`src/rtl/lsu.sv`:
```
`default_nettype none
// ============================================================================
// Module   : lsu
// Purpose  : Load/store unit. It accepts one request at a time and drives a
//            single-port word memory. Byte and half stores are handled as a
//            read-modify-write. Loads are sign- or zero-extended.
// Revision : 1.0 - initial release
// ============================================================================
module lsu (
  input  logic        clk,
  input  logic        rst_n,
  input  logic        req_valid,
  output logic        req_ready,
  input  logic        req_we,
  input  logic [1:0]  req_size,
  input  logic        req_unsigned,
  input  logic [9:0]  req_addr,
  input  logic [31:0] req_wdata,
  output logic        resp_valid,
  output logic [31:0] resp_rdata,
  output logic        resp_err,
  output logic        mem_read,
  output logic        mem_write,
  output logic [7:0]  mem_addr,
  output logic [31:0] mem_wdata,
  input  logic [31:0] mem_rdata
);

  typedef enum logic [2:0] {
    IDLE  = 3'd0,
    READ  = 3'd1,
    DATA  = 3'd2,
    WRITE = 3'd3,
    RESP  = 3'd4
  } state_t;

  state_t      r_state;
  logic        r_we;
  logic [1:0]  r_size;
  logic        r_unsigned;
  logic [1:0]  r_lane;
  logic [15:0] r_wdata;

  logic        w_err;
  logic [7:0]  w_byte;
  logic [15:0] w_half;
  logic [31:0] w_load;
  logic [31:0] w_merged;

  assign req_ready = (r_state == IDLE);

  // Misalignment / illegal-size check on the incoming request
  always_comb begin
    w_err = 1'b0;
    case (req_size)
      2'b01:   w_err = req_addr[0];
      2'b10:   w_err = (req_addr[1:0] != 2'b00);
      2'b11:   w_err = 1'b1;
      default: w_err = 1'b0;
    endcase
  end

  // Lane extraction, load extension and store merge from the read word
  always_comb begin
    w_byte = mem_rdata[7:0];
    case (r_lane)
      2'd1:    w_byte = mem_rdata[15:8];
      2'd2:    w_byte = mem_rdata[23:16];
      2'd3:    w_byte = mem_rdata[31:24];
      default: w_byte = mem_rdata[7:0];
    endcase
    w_half = r_lane[1] ? mem_rdata[31:16] : mem_rdata[15:0];

    case (r_size)
      2'b00:   w_load = {{24{~r_unsigned & w_byte[7]}}, w_byte};
      2'b01:   w_load = {{16{~r_unsigned & w_half[15]}}, w_half};
      default: w_load = mem_rdata;
    endcase

    w_merged = mem_rdata;
    if (r_size == 2'b00) begin
      case (r_lane)
        2'd1:    w_merged[15:8]  = r_wdata[7:0];
        2'd2:    w_merged[23:16] = r_wdata[7:0];
        2'd3:    w_merged[31:24] = r_wdata[7:0];
        default: w_merged[7:0]   = r_wdata[7:0];
      endcase
    end else if (r_lane[1]) begin
      w_merged[31:16] = r_wdata;
    end else begin
      w_merged[15:0] = r_wdata;
    end
  end

  // Control FSM with registered memory strobes and response outputs
  always_ff @(posedge clk or negedge rst_n) begin
    if (!rst_n) begin
      r_state    <= IDLE;
      r_we       <= 1'b0;
      r_size     <= 2'b00;
      r_unsigned <= 1'b0;
      r_lane     <= 2'b00;
      r_wdata    <= 16'h0;
      resp_valid <= 1'b0;
      resp_rdata <= 32'h0;
      resp_err   <= 1'b0;
      mem_read   <= 1'b0;
      mem_write  <= 1'b0;
      mem_addr   <= 8'h0;
      mem_wdata  <= 32'h0;
    end else begin
      // Strobes are single-state pulses; each state re-asserts what it needs
      resp_valid <= 1'b0;
      resp_err   <= 1'b0;
      mem_read   <= 1'b0;
      mem_write  <= 1'b0;
      mem_wdata  <= 32'h0;
      case (r_state)
        IDLE: begin
          if (req_valid) begin
            r_we       <= req_we;
            r_size     <= req_size;
            r_unsigned <= req_unsigned;
            r_lane     <= req_addr[1:0];
            r_wdata    <= req_wdata[15:0];
            mem_addr   <= req_addr[9:2];
            resp_rdata <= 32'h0;
            if (w_err) begin
              r_state    <= RESP;
              resp_valid <= 1'b1;
              resp_err   <= 1'b1;
            end else if (req_we && (req_size == 2'b10)) begin
              r_state   <= WRITE;
              mem_write <= 1'b1;
              mem_wdata <= req_wdata;
            end else begin
              // Loads and partial stores both start with a read
              r_state  <= READ;
              mem_read <= 1'b1;
            end
          end
        end
        READ: r_state <= DATA;
        DATA: begin
          if (r_we) begin
            r_state   <= WRITE;
            mem_write <= 1'b1;
            mem_wdata <= w_merged;
          end else begin
            r_state    <= RESP;
            resp_valid <= 1'b1;
            resp_rdata <= w_load;
          end
        end
        WRITE: begin
          r_state    <= RESP;
          resp_valid <= 1'b1;
        end
        RESP:    r_state <= IDLE;
        default: r_state <= IDLE;
      endcase
    end
  end

endmodule
`default_nettype wire

```
`config.mk`:
```
export PLATFORM = sky130hd
export DESIGN_NAME = lsu
export DESIGN_NICKNAME = d
export VERILOG_FILES = /design/src/rtl/lsu.sv
export SDC_FILE = /design/constraint.sdc
export NUM_CORES = 1
export LEC_CHECK = 0
export CORE_UTILIZATION = 49
export CTS_CLUSTER_SIZE = 40
export DETAILED_ROUTE_END_ITERATION = 10
export GPL_TIMING_DRIVEN = 0
export HOLD_SLACK_MARGIN = 0.03
export PLACE_DENSITY = 0.85
export SYNTH_ARGS = -nofsm -noshare
export SYNTH_HDL_FRONTEND = slang
export SYNTH_SLANG_ARGS = --single-unit
```
`constraint.sdc`:
```
create_clock -name clk -period 4.6 [get_ports clk]
set_clock_uncertainty 0.1 [all_clocks]
set_input_delay 0.69 -clock clk [delete_from_list [all_inputs] [get_ports clk]]
set_output_delay 0.69 -clock clk [all_outputs]
set_load 0.02 [all_outputs]
```
# Word level (Yosys, flattened, before mapping)
# Cells that the tools add are included.
# classes
reduce_logical	8
mux	38
n_eq_ne	12
n_bitwise	3
# op_table
operator	count
32-bit two-way mux	7
32-bit case mux with 2 select lines	3
16-bit two-way mux	3
8-bit two-way mux	4
8-bit case mux with 3 select lines	1
1-bit two-way mux	12
3-bit case mux with 4 select lines	1
3-bit two-way mux	3
2-bit == test, second input constant	4
2-bit by 1-bit == test with 1-bit output, second input constant	3
3-bit by 2-bit == test with 1-bit output, second input constant	2
1-bit case mux with 3 select lines	2
2-bit != test, second input constant	2
2-bit nonzero test	2
3-bit by 1-bit == test with 1-bit output, second input constant	1
3-bit logical NOT	1
3-bit AND reduction	1
3-bit OR reduction	1
1-bit bitwise AND	2
2-bit logical NOT	1
2-bit two-way mux	1
1-bit case mux with 2 select lines	1
2-bit AND reduction	1
1-bit logical AND	1
1-bit inverter	1
# word_totals
elab_cells	74
register_bits	101

# Longest topological paths before layout
# Gate-level depths: netlist of the first run.
# depth
depth_word	6
depth_mapped	7
ltp_nobuf	4

# Least setup slack after synthesis of the first run
# No wires, ideal clock.
# synth_path
path_kind	input to register
startpoint	input mem_rdata[23]
endpoint	register resp_rdata[22]
setup_time_ns	0.064
cell_stages	5
t_required_ns	4.436
t_arrival_ns	2.055
slack_ns	2.380
path_cell_list	or3b_1 -> a32o_1 -> a2111oi_4 -> buf_6 -> a221o_2
# synth_between
elab_chain_cells	5
# synth_rtl
item	line	source
from (decl)	26	input logic [31:0] mem_rdata
8-bit case mux with 3 select lines	66	case (r_lane)
1-bit bitwise AND	75	2'b00: w_load = {{24{~r_unsigned & w_byte[7]}}, w_byte};
32-bit case mux with 2 select lines	74	case (r_size)
32-bit two-way mux	145	if (r_we) begin
32-bit case mux with 2 select lines	118	case (r_state)
to (signal assigned)	152	resp_rdata <= w_load;
to (decl)	20	output logic [31:0] resp_rdata,
# Every way passes these cells. The select of a mux whose other input is x is not followed.
# A chain may end at the register's enable or synchronous reset.

# Final worst setup path of the first run
# layout_path
startpoint	input req_size[0]
endpoint	register mem_wdata[29]
# layout_between
elab_chain_cells	6
# layout_rtl
item	line	source
from (decl)	15	input logic [1:0] req_size,
2-bit == test	55, 132	
1-bit logical AND	132	end else if (req_we && (req_size == 2'b10)) begin
32-bit two-way mux	132	
32-bit two-way mux *	128	if (w_err) begin
32-bit two-way mux *	120	if (req_valid) begin
32-bit case mux with 2 select lines *	118	
to (signal assigned)	135	mem_wdata <= req_wdata;
to (signal assigned)	148	mem_wdata <= w_merged;
to (decl)	25	output logic [31:0] mem_wdata,
# Every way passes the cells marked *; elsewhere a longest branch is shown, timed or not.

==> run metrics, run 1 <==
status completed; vias in the first global route between 4,000 and 5,000; met1 Track Usage GR between 30% and 40%; Placement Setup Slack between 1500 and 2000 ps; H-tree level count 3; ANT cells 0; Antenna Violating Nets Remaining 0; Max Cap Violations 0; Max Root-Sink Buffers 2; initial antenna violation count 0; pin count of the biggest net entering global routing between 50 and 60; Leakage 3.004 nW; met3 usage under 10%; Setup crit end kind flip-flop; DRT Pass-1 Iters 4; drt first-iter violations 238; crit path to mem_wdata[29]; Post-Syn Instances 460; Setup-failing EPs final 0; Fmax achieved around 370 MHz; CP startpoint req_size[0]; GRT busiest layer met2; Synth Register Bits around 100; Final WS setup 1879 ps; DRC violations left 0; Area Overhead vs Synth 41.77%; CP Class in -> reg; grt ovf 0; Worst VDD drop approximately 0.31 mV; WP data arrival slightly below 3000 ps; RR Startpoint r_state[0]; routing usage on met2 between 40 and 50%; initial cell density of the core between 50% and 60%; CP required 4800 ps; RSZ-0062 raised after global routing no; crit path max fanout 10; Site Rows 35; class of the worst hold path in -> async; CTS root buf clkbuf_8; Pwr Total approximately 3.6 mW; synth top area cells dfrtp_1, nand2_1, o22ai_1, mux2i_1, a221o_2; Seq/Total Area, Yosys between 50% and 60%; Die H between 90 and 100 um; worst reg2reg path depth 5; Clock Sinks ~100; Synth area leader dfrtp_1; DP Wirelength between 10 and 15 mm; DR vias/cell 5.684; share of post-route cells with drive strength above 1 ~8.8%; Final Slew Violations 0; Core Region 9240 sq um; number of I/O port buffers around 160; Setup crit start kind input port; R2R Path End mem_wdata[29]; die width approximately 100 um; Total Routing Usage GR between 20 and 30%; Worst R2R Setup Slack around 2300 ps; GP Congestion a little under 1; WL/cell 18.25 um; relative slew slack about 45%; Mapped Nets 541; final hold violation count 0; synthesized area between 4000 and 5000 sq um; first-pass GRT wire length 22.31 mm; # hold bufs at CTS 0; total CTS buffers 9; quantity of gates resized following cts 0; Final #Nets 710; Avg Cell Area, Syn 10.15 sq um; CTS tree done; clock transition at the registers of the reported paths 100 ps; routed via count roughly 4,300; Die Area just under 10,000 sq um; Ports 158; clk_lat worst skew approximately 370 ps; WL final roughly 14 mm; Final min period approximately 2700 ps; Yosys warnings 0; Post-CTS Repair Setup Buffers 0; top-area cell type share of the netlist area a little over half; pwr dens roughly 550 nW/um^2; post-synth cell types 36; worst slew pin tran a little over 800 ps; final worst-path cycle share 59.15%
synth_stat cells:
cell type / instances
a221o_2: 13
or3b_1: 2
o21ai_1: 1
o22ai_1: 33
inv_1: 11
nor2b_1: 12
and2_1: 2
a32o_1: 9
nor3_1: 3
dfrtp_1: 101
or3_1: 1
a221oi_1: 8
clkbuf_1: 25
a2111oi_4: 1
nor2_1: 15
a21o_1: 8
or3b_2: 1
or2b_1: 1
o21a_1: 2
mux2i_1: 16
mux2_2: 8
o21ai_0: 22
mux4_1: 1
nand3_1: 2
nand2_1: 107
or2_2: 10
nor4_1: 1
buf_6: 2
a41oi_1: 1
a211o_1: 1
nand2b_1: 10
a221o_1: 3
o31ai_1: 8
a21oi_1: 6
o2bb2ai_1: 8
buf_2: 5
report_power, final:
group          switching, mW  leakage, nW  internal [mW]
registers              0.179         1.34           1.12
clock network          0.309       0.0939          0.254
logic                   1.00         1.57          0.754
final cells by class:
class                   instances  area [sq um]
plain buffers                  32         141.4
well taps                     129         161.4
fillers                       726          2624
repair buffers                158          1597
clock inverters                 5         60.06
flip-flops and latches        101          2527
inverters                      11         41.29
clock buffers                  11         131.4
multi-input cells             316          1957
worst min-delay path by stage:
stage | endpoint | slack (ps) | depth (start not counted)
2_1_floorplan | mem_addr[0] | 290 | 0
3_3_place_gp | r_wdata[14] | 350 | 2
3_5_place_dp | r_wdata[8] | 360 | 2
4_1_cts | mem_wdata[1] | 260 | 1
5_1_grt | mem_wdata[1] | 300 | 1
6_report | mem_wdata[18] | 250 | 1
worst max-delay path: stages:
cell and delay (ps):
clkdlybuf4s50_1 470, nor3_1 320, nand3_1 370, nor2_1 550
buf_2 340, a32o_1 180
layout by cell type, fill, tap and decap left out, types with 2 or more instances in the layout:
cell,instances
a21o_1,8
a21oi_1,6
a221o_1,3
a221o_2,13
a221oi_1,8
a32o_1,9
and2_1,2
buf_2,5
buf_6,2
clkbuf_1,27
clkbuf_8,9
clkdlybuf4s50_1,156
dfrtp_1,101
inv_1,11
mux2_2,8
mux2i_1,16
nand2_1,107
nand2b_1,10
nand3_1,2
nor2_1,15
nor2b_1,12
nor3_1,3
o21a_1,2
o21ai_0,22
o22ai_1,33
o2bb2ai_1,8
o31ai_1,8
or2_2,10
or3b_1,2
layer usage:
| layer | share of wire, % | wire, um | vias to the layer above |
|---|---|---|---|
| met5 | 0 | 0 | - |
| met4 | 3.9 | 538 | 0 |
| met3 | 6.6 | 918 | 37 |
| met2 | 47 | 6592 | 202 |
| met1 | 42 | 5873 | 2111 |
| li1 | - | - | 1987 |
logic make-up after synthesis:
kind of cell	count (synthesis)	synth area share (%)
simple gates	167	15.90
compound gates	124	20.11
flops	101	54.16
buf+inv	43	3.914
mux	25	5.925
flip-flops by register name, indices dropped and copies added (netlist names):
register and cells:
mem_read 1, resp_valid 1, resp_rdata 32, r_wdata 16, mem_addr 8, r_unsigned 1
r_we 1, r_state 3, r_lane 2, r_size 2, resp_err 1, mem_write 1
mem_wdata 32
metrics by stage:
step	setup TNS [ps]	instance area [sq um]	instances	utilization [%]	hold WS [ps]
after detailed placement	0	6425	747	69.53	358.1
after floorplan	0	4667	460	-	294.4
after global routing	0	6616	763	71.60	301.2
final	0	6616	763	71.60	248.7
after CTS	0	6616	763	71.60	263.8
after global placement	-79620	6400	746	69.26	354.1
Power figures use the tool's default switching activity.
==> inputs of run 2 (changes only) <==
- CORE_UTILIZATION: 49 -> 46
- PLACE_DENSITY: 0.85 -> 0.81
- clock period: 4.6 -> 2.8 ns (I/O delays scaled with it)
==> run 2 against run 1 <==
Combinational power grew 67%. Sequential power grew 65%. Routed wire length grew 3.8%. Total power grew 65%. Clock power grew 61%. Core utilization shrank 4.0 points. Worst setup slack lost 1600 ps. Register-to-register slack lost 1900 ps. Highest routed layer unchanged. Via count grew 0.58%.
==> run metrics, run 2 (synthesized netlist as in run 1, its figures left out) <==
CP required 2280 ps (-2520 ps); Die H 102.7 um (+3.1%); Fmax achieved about 400 MHz; Placed Instances 751 (+0.54%); Fillers 850 (+17%); most frequent cells in the layout clkdlybuf4s50_1, nand2_1, dfrtp_1; first-pass GRT wire length 22.47 mm (+0.71%); vias in the first global route 4,199 (-1.4%); WL/cell 18.82 um (+3.1%); ANT cells 0 (unchanged); class of the worst hold path reg -> reg; Antenna Violating Nets Remaining 0 (unchanged); H-tree level count 3 (unchanged); relative slew slack 42.59% (-2.4 points); pwr dens 900.1 nW/um^2 (+64%); clk_lat worst skew 370 ps (about the same); Setup crit end kind output port; status completed; Worst VDD drop 0.5870 mV (+89%); Ports 158 (unchanged); quantity of gates resized following cts 0 (unchanged); commonest non-fill, non-tap cell in the layout clkdlybuf4s50_1; RSZ-0062 raised after global routing no; CP Class reg -> out; worst slew pin tran 852.1 ps (+35.17 ps); Setup TNS Final 0 ps (unchanged); Top Registers mem_wdata x32, resp_rdata x32, r_wdata x16; CTS tree done; share of post-route cells with drive strength above 1 9.134% (+0.30 points); DP Wirelength 11.13 mm (+2.9%); pin count of the biggest net entering global routing 71 (+31%); number of I/O port buffers 157 (unchanged); grt ovf 0 (unchanged); crit path max fanout 6 (-4); Leakage 3.013 nW (+0.31%); Pwr Total 5.972 mW (+65%); Setup-failing EPs final 0 (unchanged); Setup crit start kind flip-flop; Final min period around 2500 ps; Worst R2R Setup Slack 420 ps (-1870 ps); Site Rows 36 (+2.9%); Post-Layout Cell Count 768 (+0.66%); Max Root-Sink Buffers 2 (unchanged); initial cell density of the core 47.53% (-3.0 points); final worst-path cycle share approximately nine tenths; WL final 14.45 mm (+3.8%); Hold Worst Slack 381.8 ps (+133.1 ps); final hold violation count 0 (unchanged); initial antenna violation count 0 (unchanged); routed via count 4,362 (+0.58%); CTS root buf clkbuf_8; drt first-iter violations 412 (+73%); die width 102.7 um (+3.1%); Total Routing Usage GR 28.75% (-0.66 points); GP Congestion 0.9157 (-5.7%); Clock Sinks 101 (unchanged); Area Overhead vs Synth 42.17%; Final #Nets 711 (+0.14%); Max Cap Violations 0 (unchanged); DR vias/cell 5.680 (about the same); Die Area 10,550 sq um (+6.4%); total CTS buffers 9 (unchanged); clock transition at the registers of the reported paths 100 ps (about the same); WP data arrival 1960 ps (-960 ps); DRT Pass-1 Iters 7 (+3); DRC violations left 0 (unchanged); Core Region 9819 sq um (+6.3%); Final Slew Violations 0 (unchanged)
run 2: cell types whose count changed in the layout (fill, tap and decap cells not counted):
cell and change:
clkbuf_8 +3, clkbuf_1 -2, bufinv_16 -1, dlygate4sd3_1 +1
run 2: final cells by class:
cell class	count	area [sq um]	area share [%]
buffer	32	141.4	2.131
clock buffer	12	165.2	2.489
clock inverter	4	30.03	0.4526
inverter	11	41.29	0.6223
multi-input combinational	316	1957	29.49
sequential	101	2527	38.09
tap	133	166.4	2.508
timing repair buffer	159	1607	24.21
run 2: where the power goes:
group,internal [mW],switching [mW]
registers,1.85,0.300
clock network,0.400,0.508
logic,1.24,1.68
total,3.49,2.48
run 2: what timing repair did:
action                    4_1_cts  5_1_grt
buffers inserted                0        0
hold buffers                    1        0
hold endpoints to repair       31        0
run 2: worst paths after layout:
check / from / endpoint / depth (start not counted)
worst min-delay path: r_wdata[10] / r_wdata[10] / 2
worst max-delay path: r_state[0] / req_ready / 2
min in group asynchronous: rst_n / resp_rdata[18] / 2
worst min register to register: r_wdata[10] / r_wdata[10] / 2
worst max register to register: r_lane[1] / mem_wdata[23] / 5
max in group asynchronous: rst_n / r_wdata[10] / 3
run 2: stage by stage:
step	cell area [sq um]	worst slack, ps	util, %
floorplan	4667	642.5	-
global placement	6405	-2366	65.23
detailed placement	6430	14.23	65.48
CTS	6635	307.8	67.57
global route	6635	158.3	67.57
finish	6635	319.6	67.57
run 2: worst max-delay path, cell delays in order (launching register included):
cell and delay (ps):
dfrtp_1 450, nor3_1 450, clkdlybuf4s50_1 700
run 2: routing by layer:
metal	GRT usage [%]	part of all wire (%)
met5	0	0
met4	14.07	3.8
met3	4.814	7.9
met2	45.59	46
met1	38.43	42
